`src/rtl/serial_deserializer.sv`:
```
// -----------------------------------------------------------------------------
// serial_deserializer
//
// Asynchronous-serial receiver. It recovers 8-bit bytes from a single-wire
// line. The frame is: idle high, one start bit (low), eight data bits sent
// LSB first, then one stop bit (high).
//
// Optional feature, selected by the macro SERIAL_DESERIALIZER_PARITY_EN:
//   - An even-parity bit follows data bit 7 and comes before the stop bit.
//   - A PARITY state samples that bit.
//   - The port parity_err is added.
//
// Parameters:
//   CLKS_PER_BIT : clock cycles per serial bit. Must be >= 4.
//   CNT_W        : width of the bit-period counter. 2**CNT_W must exceed
//                  CLKS_PER_BIT.
//
// Ports:
//   clk        in   system clock. All state updates on the rising edge.
//   rst        in   asynchronous, active-high reset.
//   rx         in   serial line. Asynchronous to clk, idle high.
//   data       out  last good byte. Held until the next byte completes.
//   received   out  one-cycle strobe. data is valid in the same cycle.
//   frame_err  out  one-cycle strobe. The stop bit was sampled low.
//   busy       out  high from start-bit detection until return to IDLE.
//   parity_err out  (parity build only) one-cycle strobe in the stop-sample
//                   cycle when the data bits XOR the parity bit is non-zero.
//
// Handshake: there is no backpressure. received and frame_err are
// valid-only pulses, one clock wide, and are never high together. The
// consumer must take data in the cycle that received is high, or at any
// later time before the next received pulse.
// -----------------------------------------------------------------------------
module serial_deserializer #(
    parameter int CLKS_PER_BIT = 16,
    parameter int CNT_W        = 16
) (
    input  logic       clk,
    input  logic       rst,
    input  logic       rx,
    output logic [7:0] data,
    output logic       received,
    output logic       frame_err,
    output logic       busy
`ifdef SERIAL_DESERIALIZER_PARITY_EN
    ,
    output logic       parity_err
`endif
);

    typedef enum logic [2:0] {
        S_IDLE,
        S_START,
        S_DATA,
`ifdef SERIAL_DESERIALIZER_PARITY_EN
        S_PARITY,
`endif
        S_STOP
    } state_t;

    // Terminal counts. START waits half a bit so that every later sample
    // falls near the middle of its bit.
    localparam logic [CNT_W-1:0] HALF_M1 = CNT_W'(CLKS_PER_BIT / 2 - 1);
    localparam logic [CNT_W-1:0] FULL_M1 = CNT_W'(CLKS_PER_BIT - 1);

    state_t           state_q, state_d;
    logic [CNT_W-1:0] cnt_q, cnt_d;
    logic [2:0]       bit_idx_q, bit_idx_d;
    logic [7:0]       shift_q, shift_d;
    logic [7:0]       data_q, data_d;
    logic             received_q, received_d;
    logic             frame_err_q, frame_err_d;
    logic             rx_meta_q, rx_s_q;
`ifdef SERIAL_DESERIALIZER_PARITY_EN
    logic             parity_q, parity_d;
    logic             parity_err_q, parity_err_d;
`endif

    // Two-flop synchronizer. It resets to the idle level so that a reset
    // cannot fake a start bit.
    always_ff @(posedge clk or posedge rst) begin
        if (rst) begin
            rx_meta_q <= 1'b1;
            rx_s_q    <= 1'b1;
        end else begin
            rx_meta_q <= rx;
            rx_s_q    <= rx_meta_q;
        end
    end

    always_ff @(posedge clk or posedge rst) begin
        if (rst) begin
            state_q      <= S_IDLE;
            cnt_q        <= '0;
            bit_idx_q    <= '0;
            shift_q      <= '0;
            data_q       <= '0;
            received_q   <= 1'b0;
            frame_err_q  <= 1'b0;
`ifdef SERIAL_DESERIALIZER_PARITY_EN
            parity_q     <= 1'b0;
            parity_err_q <= 1'b0;
`endif
        end else begin
            state_q      <= state_d;
            cnt_q        <= cnt_d;
            bit_idx_q    <= bit_idx_d;
            shift_q      <= shift_d;
            data_q       <= data_d;
            received_q   <= received_d;
            frame_err_q  <= frame_err_d;
`ifdef SERIAL_DESERIALIZER_PARITY_EN
            parity_q     <= parity_d;
            parity_err_q <= parity_err_d;
`endif
        end
    end

    always_comb begin
        state_d     = state_q;
        cnt_d       = cnt_q;
        bit_idx_d   = bit_idx_q;
        shift_d     = shift_q;
        data_d      = data_q;
        received_d  = 1'b0;
        frame_err_d = 1'b0;
`ifdef SERIAL_DESERIALIZER_PARITY_EN
        parity_d     = parity_q;
        parity_err_d = 1'b0;
`endif
        unique case (state_q)
            S_IDLE: begin
                cnt_d     = '0;
                bit_idx_d = '0;
                if (!rx_s_q) begin
                    state_d = S_START;
                end
            end
            S_START: begin
                if (cnt_q == HALF_M1) begin
                    cnt_d = '0;
                    // A high line at mid-start-bit is a glitch, not a frame.
                    state_d = rx_s_q ? S_IDLE : S_DATA;
                end else begin
                    cnt_d = cnt_q + CNT_W'(1);
                end
            end
            S_DATA: begin
                if (cnt_q == FULL_M1) begin
                    cnt_d = '0;
                    // Shift in from the top. After eight samples, the first
                    // sample sits in bit 0 (LSB first).
                    shift_d   = {rx_s_q, shift_q[7:1]};
                    bit_idx_d = bit_idx_q + 3'd1;
                    if (bit_idx_q == 3'd7) begin
`ifdef SERIAL_DESERIALIZER_PARITY_EN
                        state_d = S_PARITY;
`else
                        state_d = S_STOP;
`endif
                    end
                end else begin
                    cnt_d = cnt_q + CNT_W'(1);
                end
            end
`ifdef SERIAL_DESERIALIZER_PARITY_EN
            S_PARITY: begin
                if (cnt_q == FULL_M1) begin
                    cnt_d    = '0;
                    parity_d = rx_s_q;
                    state_d  = S_STOP;
                end else begin
                    cnt_d = cnt_q + CNT_W'(1);
                end
            end
`endif
            S_STOP: begin
                // Leave at mid-stop-bit. This gives time to catch a start bit
                // that follows the stop bit with no idle gap.
                if (cnt_q == FULL_M1) begin
                    cnt_d   = '0;
                    state_d = S_IDLE;
                    if (rx_s_q) begin
                        data_d     = shift_q;
                        received_d = 1'b1;
                    end else begin
                        frame_err_d = 1'b1;
                    end
`ifdef SERIAL_DESERIALIZER_PARITY_EN
                    parity_err_d = (^shift_q) ^ parity_q;
`endif
                end else begin
                    cnt_d = cnt_q + CNT_W'(1);
                end
            end
            default: begin
                state_d = S_IDLE;
            end
        endcase
    end

    assign data      = data_q;
    assign received  = received_q;
    assign frame_err = frame_err_q;
    assign busy      = (state_q != S_IDLE);
`ifdef SERIAL_DESERIALIZER_PARITY_EN
    assign parity_err = parity_err_q;
`endif

endmodule

```
`config.mk`:
```
export PLATFORM = sky130hd
export DESIGN_NAME = serial_deserializer
export DESIGN_NICKNAME = d
export VERILOG_FILES = /design/src/rtl/serial_deserializer.sv
export SDC_FILE = /design/constraint.sdc
export NUM_CORES = 1
export LEC_CHECK = 0
export ABC_AREA = 1
export CORE_MARGIN = 3
export CORE_UTILIZATION = 57
export CTS_CLUSTER_SIZE = 25
export DETAILED_ROUTE_END_ITERATION = 10
export GPL_TIMING_DRIVEN = 0
export PLACE_DENSITY = 0.9
export SLEW_MARGIN = 20
export SYNTH_ARGS = -nofsm -noshare
export SYNTH_HDL_FRONTEND = slang
export SYNTH_SLANG_ARGS = --single-unit
```
`constraint.sdc`:
```
create_clock -name clk -period 2.1 [get_ports clk]
set_input_delay 0.63 -clock clk [delete_from_list [all_inputs] [get_ports clk]]
set_output_delay 0.63 -clock clk [all_outputs]
set_load 0.02 [all_outputs]
```
==> qor.yml, run 1 <==
floorplanning:
  die_w_um: 65.0
  die-area_um2: 4220
  fp.dieH_um: 65.0
  io_pins: 14
  num_rows: 20
  placeableCoreArea_um2: 3180
  start_util_pct: 62.4
power:
  combPwrFrac_pct: 21.8
  total_power_w: 0.00186
  p_switching_w: 0.000589
  p_seq_share_pct: 49.4
  p_sw_share_pct: 31.7
  clkPwrFrac_pct: 28.8
  cellLeakagePower_nw: 1.10
  max-vdd-ir-drop_uv: 573
  p_int_w: 0.00127
  power.density_nw_per_um2: 809
setup_path:
  cp_slowest_cell: "dfrtp_2"
  cp-start-kind: "flop"
  critical_path.max_fanout: 6
  cp_cell_sequence: "nor2_4 > inv_1 > dlygate4sd2_1"
  cp.arrival_ns: 1.36
  path_delay_family: "flip-flops"
  max_stage_delay_ns: 0.48
  crit_path_end_kind: "primary output"
  crit_type: "flop to primary output"
  crit_buf_inv: 2
  required_ns: 1.47
global_routing:
  antenna_found_initial: 0
  grt_pass1_wl_mm: 6.64
  grt_max_degree: 31
  overflow: 0
  grt_pass1_vias: 1588
  track_usage_pct: 20.6
synth:
  synth_top_area_cell: "dfrtp_1"
  avgSynthCellArea_um2: 8.62
  syn_nets: 236
  netlist.area_leader.share_pct: 49.2
  yosysWarningCount: 0
  synthTopCellsByArea: "dfrtp_1 (49%), nand2_1 (12%), nor2_1 (5.1%)"
  yosysSeqAreaShare_pct: 51.9
  syn_inst: 230
  synth_area_um2: 1980
  synthDistinctLibCells: 28
  ys_seq_elements: 41
placed_design:
  placed_area_um2: 2190
  dp_slack_ns: 0.0781
  place_congestion: 0.924
  portBuffers: 13
  dp_hpwl_mm: 2.76
clocking:
  clockBufferDepth: 2
  insertion_delay_ns: 0.35
  cts.sinks: 41
  clockRootBuffer: "clkbuf_4"
  clk_pin_slew_ns: 0.13
  htreeDepth: 2
  cts_tree: "yes"
  numCtsBuffers: 5
final_layout:
  syn2layout_area_growth_pct: 16.0
  layout_common_cells: "nand2_1 (61), dfrtp_1 (37), nor2_1 (26), inv_1 (24), clkdlybuf4s50_1 (12)"
  antenna_cells: 0
  final_common_cell: "nand2_1"
  design_area_um2: 2300
  drive_gt1_share_pct: 18.1
  nets: 259
sta:
  final_max_slew_viol_count: 0
  layout_setup_ws_ns: 0.115
  fin_tns_setup_ns: 0
  skew_ns: 0.0145
  fin_crit_sh_pct: 94.5
  rsz0062_at_grt: "false"
  hold_viol: 0
  slew_headroom_pct: 80.8
  setup_viol: 0
  worstMarginPinSlew_ns: 0.286
  max_freq_mhz: 504
  period_minus_slack_ns: 1.99
routing:
  wl_per_cell_um: 12.4
  routed_wl_mm: 3.68
  dr.first_iter.drc_count: 78
  via_count: 1539
  drc: 0
  dr.pass1.iters: 4
  ant_nets: 0
  viasPerCell: 5.16
flow_run:
  maxCapViolCount: 0
worst_hold_path:
  hold_path.class: "flop to flop"
status:
  outcome: "completed"
## cell families after synthesis
logic type,synth area share (%)
simple gates,27.3
flops,51.9
buf+inv,7.26
compound gates,9.46
xor+xnor,2.21
fa+ha+maj,1.89
## path summary, 6_finish.rpt
kind	from	end	slack, ns	cells past startpoint
setup reg to reg	cnt_q[0]$_DFFE_PP0P_	cnt_q[12]$_DFFE_PP0P_	0.46	9
min in group asynchronous	rst	cnt_q[14]$_DFFE_PP0P_	0.53	2
max in group asynchronous	rst	rx_meta_q$_DFF_PP1_	1.08	3
hold reg to reg	rx_meta_q$_DFF_PP1_	rx_s_q$_DFF_PP1_	0.37	0
hold / removal	rx_meta_q$_DFF_PP1_	rx_s_q$_DFF_PP1_	0.37	0
setup / recovery	state_q[0]$_DFFE_PP0P_	busy	0.11	3
## layout make-up
cell class | instances | area [um2]
multi-input combinational | 155 | 818
clock inverter | 2 | 37.5
buffer | 2 | 22.5
fill | 236 | 877
tap | 44 | 55.1
timing repair buffer | 16 | 164
inverter | 32 | 121
clock buffer | 6 | 51.3
sequential | 41 | 1030
## cell usage after synthesis
master,count
clkinv_2,1
nand4_1,3
nand3_2,2
nand3_1,7
nor3_1,7
o21ai_1,8
nand3_4,1
nand2_2,2
a21o_1,1
a31oi_1,2
nor2_1,27
o21ai_0,4
nand2_4,1
a21oi_1,6
inv_2,6
ha_1,3
xnor2_1,1
nor2_2,3
xor2_1,4
o21bai_1,1
dfrtp_1,39
nor2_4,2
o21ai_2,8
buf_6,2
inv_1,25
nor2_8,1
dfstp_2,2
nand2_1,61
## layer usage
metal	routed length, um	vias to the layer above	share of wire (%)	track usage (%)
li1	-	769	-	-
met1	1630	733	44	24.5
met2	1850	31	50	33.6
met3	145	6	3.9	6.07
met4	55	0	1.5	10.6
met5	0	-	0	0
## through the flow
stage,hold WS [ns],utilization [%],cells
3_5_place_dp,0.351,68.9,288
5_1_grt,0.373,72.4,298
2_1_floorplan,0.345,-,230
3_3_place_gp,0.346,68.2,287
4_1_cts,0.369,71.9,296
6_report,0.367,72.4,298
## sequential cells by signal (all words and copies together) (netlist names)
register / count
data: 8
received: 1
rx_meta_q: 1
cnt_q: 16
rx_s_q: 1
state_q: 2
frame_err: 1
shift_q: 8
bit_idx_q: 3
## power by group through the flow
stage | sequential [W] | clock, W | combinational [W]
2_1_floorplan | 0.000906 | 0 | 0.000283
3_3_place_gp | 0.000915 | 0 | 0.000351
3_5_place_dp | 0.000922 | 0 | 0.000371
4_1_cts | 0.000915 | 0.000546 | 0.000372
5_1_grt | 0.000930 | 0.000587 | 0.000458
6_report | 0.000919 | 0.000536 | 0.000405
## timing repair
action                                  4_1_cts  5_1_grt
endpoints found under the setup margin        1        1
resized for setup                             3        2
buffers inserted                              0        2
hold buffers                                  0        0
pin swaps                                     0        1
Note: power is estimated with default switching activity, not from simulation.
==> run 2: changes to the inputs <==
ABC_AREA = default   (was 1)
ABC_CLOCK_PERIOD_IN_PS = 2100   (was default)
==> qor.yml, run 2 <==
status:
  outcome: "completed"
synth:
  synthTopCellsByArea: "dfrtp_1 (52%), xnor2_1 (5.7%), mux2_2 (5.5%)"
  synth_area_um2: 1860  # -6.2%
  ys_seq_elements: 41  # unchanged
  synthDistinctLibCells: 33  # +18%
  yosysMostFrequentCell: "dfrtp_1"
  synth_edf_count: 0  # unchanged
  yosysWarningCount: 0  # unchanged
  synth_common_cells: "dfrtp_1 (39), nor2_1 (21), xnor2_1 (12)"
  syn_inst: 155  # -33%
  syn_nets: 161  # -32%
  yosysSeqAreaShare_pct: 55.3  # +3.5 points
  netlist.area_leader.share_pct: 52.5  # +3.3 points
  avgSynthCellArea_um2: 12.0  # +39%
  postSynth.asyncResetShare_pct: 100  # unchanged
  synth_top_area_cell: "dfrtp_1"
  synth_ff_type: "dfrtp_1"
final_layout:
  final_common_cell: "dfrtp_1"
  largest_reg_flops: 16  # unchanged
  fillCellCount: 223  # -5.5%
  drive_gt1_share_pct: 23.2  # +5.1 points
  layout_common_cells: "dfrtp_1 (36), nor2_1 (20), xnor2_1 (12), clkdlybuf4s50_1 (12), mux2_2 (9)"
  fin_util_pct: 71.4  # -1.0 points
  largest-register: "cnt_q"
  fin_cells: 221  # -26%
  antenna_cells: 0  # unchanged
  syn2layout_area_growth_pct: 18.2
  nets: 183  # -29%
sta:
  final_max_slew_viol_count: 0  # unchanged
  hold_viol: 0  # unchanged
  period_minus_slack_ns: 2.00  # +0.0147 ns
  slew_headroom_pct: 68.9  # -12 points
  rsz0062_at_grt: "false"
  fin_crit_sh_pct: 95.2  # +0.70 points
  setup_viol: 0  # unchanged
  skew_ns: 0.00873  # -0.00580 ns
  max_freq_mhz: 500  # -0.73%
  worstMarginPinSlew_ns: 0.463  # +0.177 ns
clocking:
  cts_tree: "yes"
  cts.sinks: 41  # unchanged
  clk_pin_slew_ns: 0.11  # -0.02 ns
  insertion_delay_ns: 0.35  # about the same
  numCtsBuffers: 5  # unchanged
  cts-hold-fix-buffers: 0  # unchanged
  clockRootBuffer: "clkbuf_4"
  htreeDepth: 2  # unchanged
  clockBufferDepth: 2  # unchanged
setup_path:
  crit_type: "flop to flop"
  required_ns: 2.35  # +0.88 ns
  critical_path.max_fanout: 10  # +4
  crit_path_end_kind: "flop"
  cp.arrival_ns: 2.25  # +0.89 ns
  cp-start-kind: "flop"
global_routing:
  grt_use_met3_pct: 6.60  # +0.53 points
  grt_max_degree: 23  # -26%
  grt_pass1_vias: 1284  # -19%
  antenna_found_initial: 0  # unchanged
  track_usage_pct: 18.7  # -1.8 points
  overflow: 0  # unchanged
  met1_usage_pct: 19.1  # -5.4 points
  grt_pass1_wl_mm: 5.60  # -16%
  use_met2_pct: 33.7  # +0.14 points
  busiest_layer: "met2"
power:
  p_seq_share_pct: 51.0  # +1.6 points
  cellLeakagePower_nw: 0.989  # -9.8%
  p_sw_share_pct: 30.0  # -1.7 points
  max-vdd-ir-drop_uv: 500  # -13%
  p_switching_w: 0.000537  # -9.0%
  combPwrFrac_pct: 21.9  # about the same
  clkPwrFrac_pct: 27.1  # -1.7 points
  p_int_w: 0.00125  # -1.4%
  power.density_nw_per_um2: 814  # +0.74%
floorplanning:
  fp.dieH_um: 63.1  # -2.9%
  num_rows: 20  # unchanged
  placeableCoreArea_um2: 3080  # -3.1%
  start_util_pct: 60.4  # -2.0 points
  io_pins: 14  # unchanged
  die-area_um2: 3980  # -5.7%
  die_w_um: 63.1  # -2.9%
routing:
  via_count: 1265  # -18%
  ant_nets: 0  # unchanged
  dr.pass1.iters: 7  # +3
  wl_per_cell_um: 14.9  # +20%
  drc: 0  # unchanged
  dr.first_iter.drc_count: 46  # -41%
  routed_wl_mm: 3.28  # -11%
  viasPerCell: 5.72  # +11%
flow_run:
  maxCapViolCount: 0  # unchanged
placed_design:
  place_congestion: 0.841  # -9.0%
  dp.cells: 213  # -26%
  dp_hpwl_mm: 2.32  # -16%
  portBuffers: 13  # unchanged
worst_hold_path:
  hold_path.class: "flop to flop"
-- run 2: cell types whose count changed in the layout (fill, tap and decap cells not counted), moves of 7 or more --
cell     previous run  this run
nand2_1            61         5
mux2_1              0         7
xnor2_1             1        12
mux2_2              0         9
o21ai_2             8         0
inv_1              24         5
o21ai_1             8         0
-- run 2: cells by family (layout without fill, tap and decap cells) --
family                     Yosys count  after routing  share of synthesized area, %
AOI/OAI and AO/OA                    7              7                          3.03
xor gates and xnor gates            14             14                          6.60
adders and majority gates            3              3                          2.02
buffers and inverters               11             33                          2.56
DFF                                 41             41                          55.3
muxes                               17             17                          10.5
and+or+nand+nor                     62             62                          20.0
-- run 2: power groups by stage --
stage	Clock [W]	Combinational [W]	Sequential (W)
2_1_floorplan	0	0.000279	0.000883
3_3_place_gp	0	0.000347	0.000888
3_5_place_dp	0	0.000372	0.000891
4_1_cts	0.000496	0.000318	0.000928
5_1_grt	0.000542	0.000444	0.000919
6_report	0.000485	0.000392	0.000912
-- run 2: layout make-up --
type	count	area (um2)	area share, %
Inverter	6	22.5	1.03
Timing Repair Buffer	17	179	8.14
Multi-Input combinational cell	103	818	37.2
Clock inverter	2	35.0	1.59
Tap cell	44	55.1	2.51
Sequential cell	41	1030	47.0
Clock buffer	5	37.5	1.71
Buffer	3	17.5	0.797
-- run 2: metrics by stage --
| step | worst slack (ns) | total power [W] | hold WS, ns | setup TNS (ns) | instance area [um2] |
|---|---|---|---|---|---|
| 2_1_floorplan | 0.262 | 0.00116 | 0.345 | 0 | 1860 |
| 3_3_place_gp | -0.207 | 0.00123 | 0.347 | -8.04 | 2040 |
| 3_5_place_dp | -0.0403 | 0.00126 | 0.349 | -0.200 | 2070 |
| 4_1_cts | 0.0324 | 0.00174 | 0.365 | 0 | 2150 |
| 5_1_grt | 0.0152 | 0.00191 | 0.369 | 0 | 2200 |
| 6_report | 0.0999 | 0.00179 | 0.363 | 0 | 2200 |
-- run 2: timing repair --
| action | in CTS | in global routing |
|---|---|---|
| resized for setup | 5 | 5 |
| endpoints found under the setup margin | 8 | 8 |
| cloned | 0 | 0 |
| setup buffers | 0 | 3 |
-- run 2: final timing paths --
kind | cells past startpoint | slack, ns | endpoint | from
worst max-delay path | 5 | 0.1 | shift_q[4]$_DFFE_PP0P_ | cnt_q[7]$_DFFE_PP0P_
worst min-delay path | 0 | 0.36 | rx_s_q$_DFF_PP1_ | rx_meta_q$_DFF_PP1_
worst max register to register | 5 | 0.1 | shift_q[4]$_DFFE_PP0P_ | cnt_q[7]$_DFFE_PP0P_
worst min register to register | 0 | 0.36 | rx_s_q$_DFF_PP1_ | rx_meta_q$_DFF_PP1_
max in group asynchronous | 3 | 0.98 | rx_meta_q$_DFF_PP1_ | rst
min in group asynchronous | 2 | 0.58 | data[1]$_DFFE_PP0P_ | rst
-- run 2: worst max-delay path: stages, from the launching register on --
cell and delay, ns:
dfrtp_2 0.48, nor4_4 0.41, nand4_4 0.19, nor3b_2 0.24
buf_4 0.23, mux2_1 0.34
-- run 2: layer usage --
metal,vias up,wire [um]
met4,0,59
li1,597,-
met3,7,133
met2,23,1770
met5,-,0
met1,638,1320
==> RTL change 1, RTL diff (settings of run 1) <==
Build with the macro `SERIAL_DESERIALIZER_PARITY_EN` defined.
--- a/src/rtl/serial_deserializer.sv
+++ b/src/rtl/serial_deserializer.sv
@@ -33,2 +33,4 @@
 // -----------------------------------------------------------------------------
+`define SERIAL_DESERIALIZER_PARITY_EN
+
 module serial_deserializer #(
Check against the original RTL (old outputs only; new: parity_err): no difference found for any inputs over 10 cycles, from zero or initial values and one cycle with rst high; that may be too few to reach the edited logic, so the function may still have changed.
==> RTL change 1 against run 1 <==
Highest routed layer unchanged; cell count rose by 29%; sequential cell count rose by 3; wire length rose by 32%; area after synthesis rose by 19%; worst setup slack got worse by 0.040 ns; total power rose by 7.6%; critical path depth rose by 2; utilization fell by 1.7 points; design area rose by 18%.
==> RTL change 1: results (changes against run 1) <==
Timing
  • Slew HR: 0.7669 (-0.04100)

Power and ir drop
  • VDD IR max: 0.5851 mV (+2.2%)
  • Clock power frac: 0.272 (-0.016)
  • Clk pwr: 544 uW (+1%)

Drt
  • Drt pass-1 iters: 5 (+1)
  • Met3 wire length: 232 microns (+60%)
  • Via count: 2060 (+34%)
  • Metal2 WL: 2.470 mm (+33%)
  • DRT iter0 DRCs: 183 (+130%)
  • Total routed wirelength: 4.849 mm (+32%)
  • Post-Route M1 WL: 2.084 mm (+28%)

Logic synthesis
  • Post-synthesis xor/xnor area fraction: 0.02587 (+0.003789)
  • Mapped Avg Cell Area: 7.644 sq um (-11%)
  • Post-synthesis sequential area ratio: 0.4657 (-0.05293)
  • Top cells by count, synth: nand2_1 (98), dfrtp_1 (42), nor2_1 (42)
  • Unique masters post-synth: 26 (-7.1%)
  • Area contributors post-synth: dfrtp_1 (44%), nand2_1 (16%), nor2_1 (6.7%)
  • Compound-gate portion of the synthesized area: 0.08448 (-0.01016)

Clock tree
  • Root buffer cell: clkbuf_8
  • Post-cts resize count: 2 (-1)
  • Clock latency on the worst-skew pair: 0.30 ns (-0.05 ns)

Layout
  • Comb_multi_in: 224 (+45%)
  • Sequential cell count: 44 (+7.3%)
  • Multi-input logic area: 1102 sq um (+35%)
  • Share of cells above drive strength 1: 0.1403 (-0.04080)
  • Inverters: 39 (+22%)
  • Area grow syn2layout: 14.10%
  • Buffering overhead: 0.07311 (-0.007908)
  • Non-clock buffers: 20 (+2)
  • Fillers: 307 (+30%)
  • Fin nets: 340 (+31%)

Run status
  • Status: finished, final reports clean

Global route
  • M2 GR Usage: 0.3669 (+0.03106)
  • Total track usage: 0.2177 (+0.01202)

Setup path
  • CP top delay family: buffers and inverters
  • Crit path largest cell delay: 0.42 ns (-0.06 ns)
  • Crit-path slowest cell: dfrtp_1
  • Worst Reg2Reg Path Length in Cells: 11 (+2)
  • R2R Setup Slk: 0.29 ns (-0.17 ns)
  • Worst-path fanout max: 4 (-2)
  • Crit path DAT: 1.40 ns (+0.04 ns)
  • R2R Path End: data[2]

Placed design
  • Placed cell areas: 2590 sq um (+18%)
  • GP Congestion: 0.8745 (-5.4%)
  • Number of buffers added on ports: 14 (+1)
-- RTL change 1: cell count changes after synthesis, moves of 3 or more --
cell / delta
o21ai_0: +14
nor2_1: +15
o21ai_1: -7
inv_1: +4
nand3_1: +8
nand2_1: +37
o211ai_1: +4
dfrtp_1: +3
nand4_1: +6
a21oi_1: -5
nand2_2: +4
-- RTL change 1: logic make-up (layout without fill, tap and decap cells) --
logic type,after synthesis,count (layout)
adder cells (fa/ha/maj),3,3
flip-flops,44,44
buffers and inverters,42,67
AO/OA/AOI/OAI,32,32
AND/OR/NAND/NOR,182,182
XOR/XNOR,7,7
-- RTL change 1: metrics by stage --
step	cells	hold slack, ns	util	setup WS, ns	setup TNS (ns)
2_1_floorplan	310	0.3452	-	0.4423	0
3_3_place_gp	372	0.3456	0.6717	-0.4457	-18.83
3_5_place_dp	373	0.3468	0.6769	0.04570	0
4_1_cts	381	0.3584	0.7008	0.002690	0
5_1_grt	383	0.3659	0.7067	0.01001	0
6_report	383	0.3574	0.7067	0.07416	0
==> RTL change 2, RTL diff (settings of run 1) <==
Made on the original files. `shift_q` and `data_q` no longer have a reset.
--- a/src/rtl/serial_deserializer.sv
+++ b/src/rtl/serial_deserializer.sv
@@ -95,4 +95,2 @@
             bit_idx_q    <= '0;
-            shift_q      <= '0;
-            data_q       <= '0;
             received_q   <= 1'b0;
@@ -107,4 +105,2 @@
             bit_idx_q    <= bit_idx_d;
-            shift_q      <= shift_d;
-            data_q       <= data_d;
             received_q   <= received_d;
@@ -116,2 +112,7 @@
         end
+    end
+
+    always_ff @(posedge clk) begin
+        shift_q <= shift_d;
+        data_q  <= data_d;
     end
Formal check against the unedited RTL: no difference found for any inputs over 10 cycles, from zero or initial values and one cycle with rst high; that may be too few to reach the edited logic, so the function may still have changed.
==> RTL change 2 against run 1 <==
Global-route usage shrank 0.22 points; sequential cell count is the same; design area shrank 10%; count of clock-buffer cells in the layout shrank 1; critical endpoint is now data[6]; area after synthesis shrank 8.3%; largest cell class unchanged; synthesized cell count shrank 20%; total power shrank 9.8%; worst setup slack gained 0.0084 ns; cell count shrank 17%; utilization shrank 1.0 points; wire length shrank 6.3%; via count shrank 15%; combinational power shrank 13%; largest power group unchanged.
==> RTL change 2: results (changes against run 1) <==
Run status
  • Status: finished, final reports clean

Logic synthesis
  • Top-area cell type share of the netlist area: 0.3164 (-0.1757)
  • Post-synth EDFFs: 16 (+16)
  • Yosys warning total: 0 (unchanged)
  • Area contributors post-synth: dfrtp_1 (32%), edfxtp_1 (26%), nand2_1 (7.4%)
  • Unique masters post-synth: 27 (-3.6%)
  • FFs w/ async S/R, synth: 0.6098 (-0.3902)
  • Top cells by count, synth: nand2_1 (36), nor2_1 (34), dfrtp_1 (23)
  • Synth Net Count: 191 (-19%)
  • Post-synth top flop: dfrtp_1
  • Mapped Avg Cell Area: 9.834 sq um (+14%)
  • Post-synthesis sequential area ratio: 0.6094 (+0.09074)

Clock tree
  • Root buffer cell: clkbuf_4
  • CTS Buffer Depth: 2 (unchanged)
  • Clock latency on the worst-skew pair: around 0.36 ns
  • Reg clk slew, reported paths: 0.11 ns (-0.02 ns)
  • CTS Buf Count: 5 (unchanged)
  • CTS H-tree depth: 2 (unchanged)

Timing
  • Layout Skew: 0.006753 ns (-0.007782 ns)
  • Final TNS setup: 0 ns (unchanged)
  • Worst Max-Slew Pin Slew: 0.9403 ns (+0.6543 ns)

Global route
  • First-pass GRT wire length: 6.175 mm (-7.1%)
  • Initial antenna violation count: 0 (unchanged)
  • Largest net degree at the start of global routing: 26 (-16%)
  • Total track usage: 0.2036 (-0.002151)
  • Vias in the first global route: 1362 (-14%)
  • GRT overflow: 0 (unchanged)

Layout
  • Fin nets: 211 (-19%)
  • ANT cells: 0 (unchanged)
  • Largest reg by FF count: cnt_q
  • Max reg flops: 16 (unchanged)
  • Share of cells above drive strength 1: 0.1408 (-0.04033)

Setup path
  • Crit path DAT: between 1 and 1.5 ns
  • CP top delay family: buffers and inverters
  • Crit path largest cell delay: 0.63 ns (+0.15 ns)
  • Crit-path slowest cell: clkdlybuf4s50_1
  • Worst-path fanout max: 1 (-5)

Drt
  • DRT iter0 DRCs: 40 (-49%)
  • DR vias/cell: 5.254 (+1.7%)
  • DR WL/cell: 13.92 microns (+13%)
  • Drt drc: 0 (unchanged)
  • Via count: 1303 (-15%)
  • Drt pass-1 iters: 4 (unchanged)
  • DRT antenna net count: 0 (unchanged)

Placed design
  • GP Congestion: 0.8825 (-4.5%)
  • Placed Cells: 240 (-17%)
  • DP HPWL: 2.464 mm (-11%)
  • Placed cell areas: 2002 sq um (-8.5%)
  • Number of buffers added on ports: 13 (unchanged)

Power and ir drop
  • Leak: 0.0008977 uW (-18%)
  • VDD IR max: 0.5302 mV (-7.4%)

Flow run
  • Max-cap violations: 0 (unchanged)

Min path
  • Hold WC Path Type: flop to flop
==> RTL change 2: where the power goes <==
group / switching, uW / leakage [uW] / total [uW] / internal (uW)
Combinational: 254 / 0.000388 / 353 / 98.9
Clock: 260 / 0.0000326 / 387 / 127
Sequential: 56.0 / 0.000478 / 938 / 882
Total: 570 / 0.000898 / 1680 / 1110
==> RTL change 2: final timing paths <==
| check | start | to | slack [ns] | depth (start not counted) |
|---|---|---|---|---|
| max in group asynchronous | rst | state_q[1] | 0.69 | 2 |
| hold reg to reg | rx_meta_q | rx_s_q | 0.37 | 0 |
| setup / recovery | data[6] | data[6] | 0.12 | 1 |
| hold / removal | rx_meta_q | rx_s_q | 0.37 | 0 |
| setup reg to reg | cnt_q[0] | data[3] | 0.24 | 5 |
| min in group asynchronous | rst | cnt_q[5] | 0.77 | 2 |
==> RTL change 2: area by class of cell <==
class | count | area (sq um)
clock buffers | 5 | 37.54
clock inverters | 3 | 17.52
fillers | 218 | 830.8
inverters | 24 | 90.09
multi-input cells | 120 | 636.9
flip-flops and latches | 41 | 1110
well taps | 42 | 52.55
repair buffers | 13 | 125.1
==> RTL change 2: layer usage <==
| metal | vias to the layer above | wire, microns | GRT usage |
|---|---|---|---|
| met1 | 612 | 1467 | 0.2509 |
| met5 | - | 0 | 0 |
| met2 | 49 | 1739 | 0.3316 |
| met4 | 0 | 65 | 0.1129 |
| li1 | 633 | - | - |
| met3 | 9 | 178 | 0.04496 |
==> RTL change 2: kinds of logic after synthesis <==
logic type | Yosys count | synth area share
simple gates | 98 | 0.2469
fa+ha+maj | 3 | 0.02063
compound gates | 10 | 0.03026
flops | 41 | 0.6094
buf+inv | 24 | 0.04952
xor+xnor | 9 | 0.04333
==> RTL change 2: timing repair <==
action | 4_1_cts | 5_1_grt
resized for setup | 4 | 4
hold endpoints to repair | 0 | 0
pin swaps | 0 | 0
setup buffers | 0 | 0
setup endpoints to repair | 10 | 17
==> RTL change 2: metrics by stage <==
| stage | setup WS, ns | hold WS, ns | util |
|---|---|---|---|
| floorplan | 0.1434 | 0.3452 | - |
| CTS | 0.01276 | 0.3643 | 0.7118 |
| detailed placement | -0.2350 | 0.3473 | 0.6903 |
| global route | 0.07483 | 0.3723 | 0.7135 |
| global placement | -0.1877 | 0.3456 | 0.6903 |
| finish | 0.1230 | 0.3667 | 0.7135 |
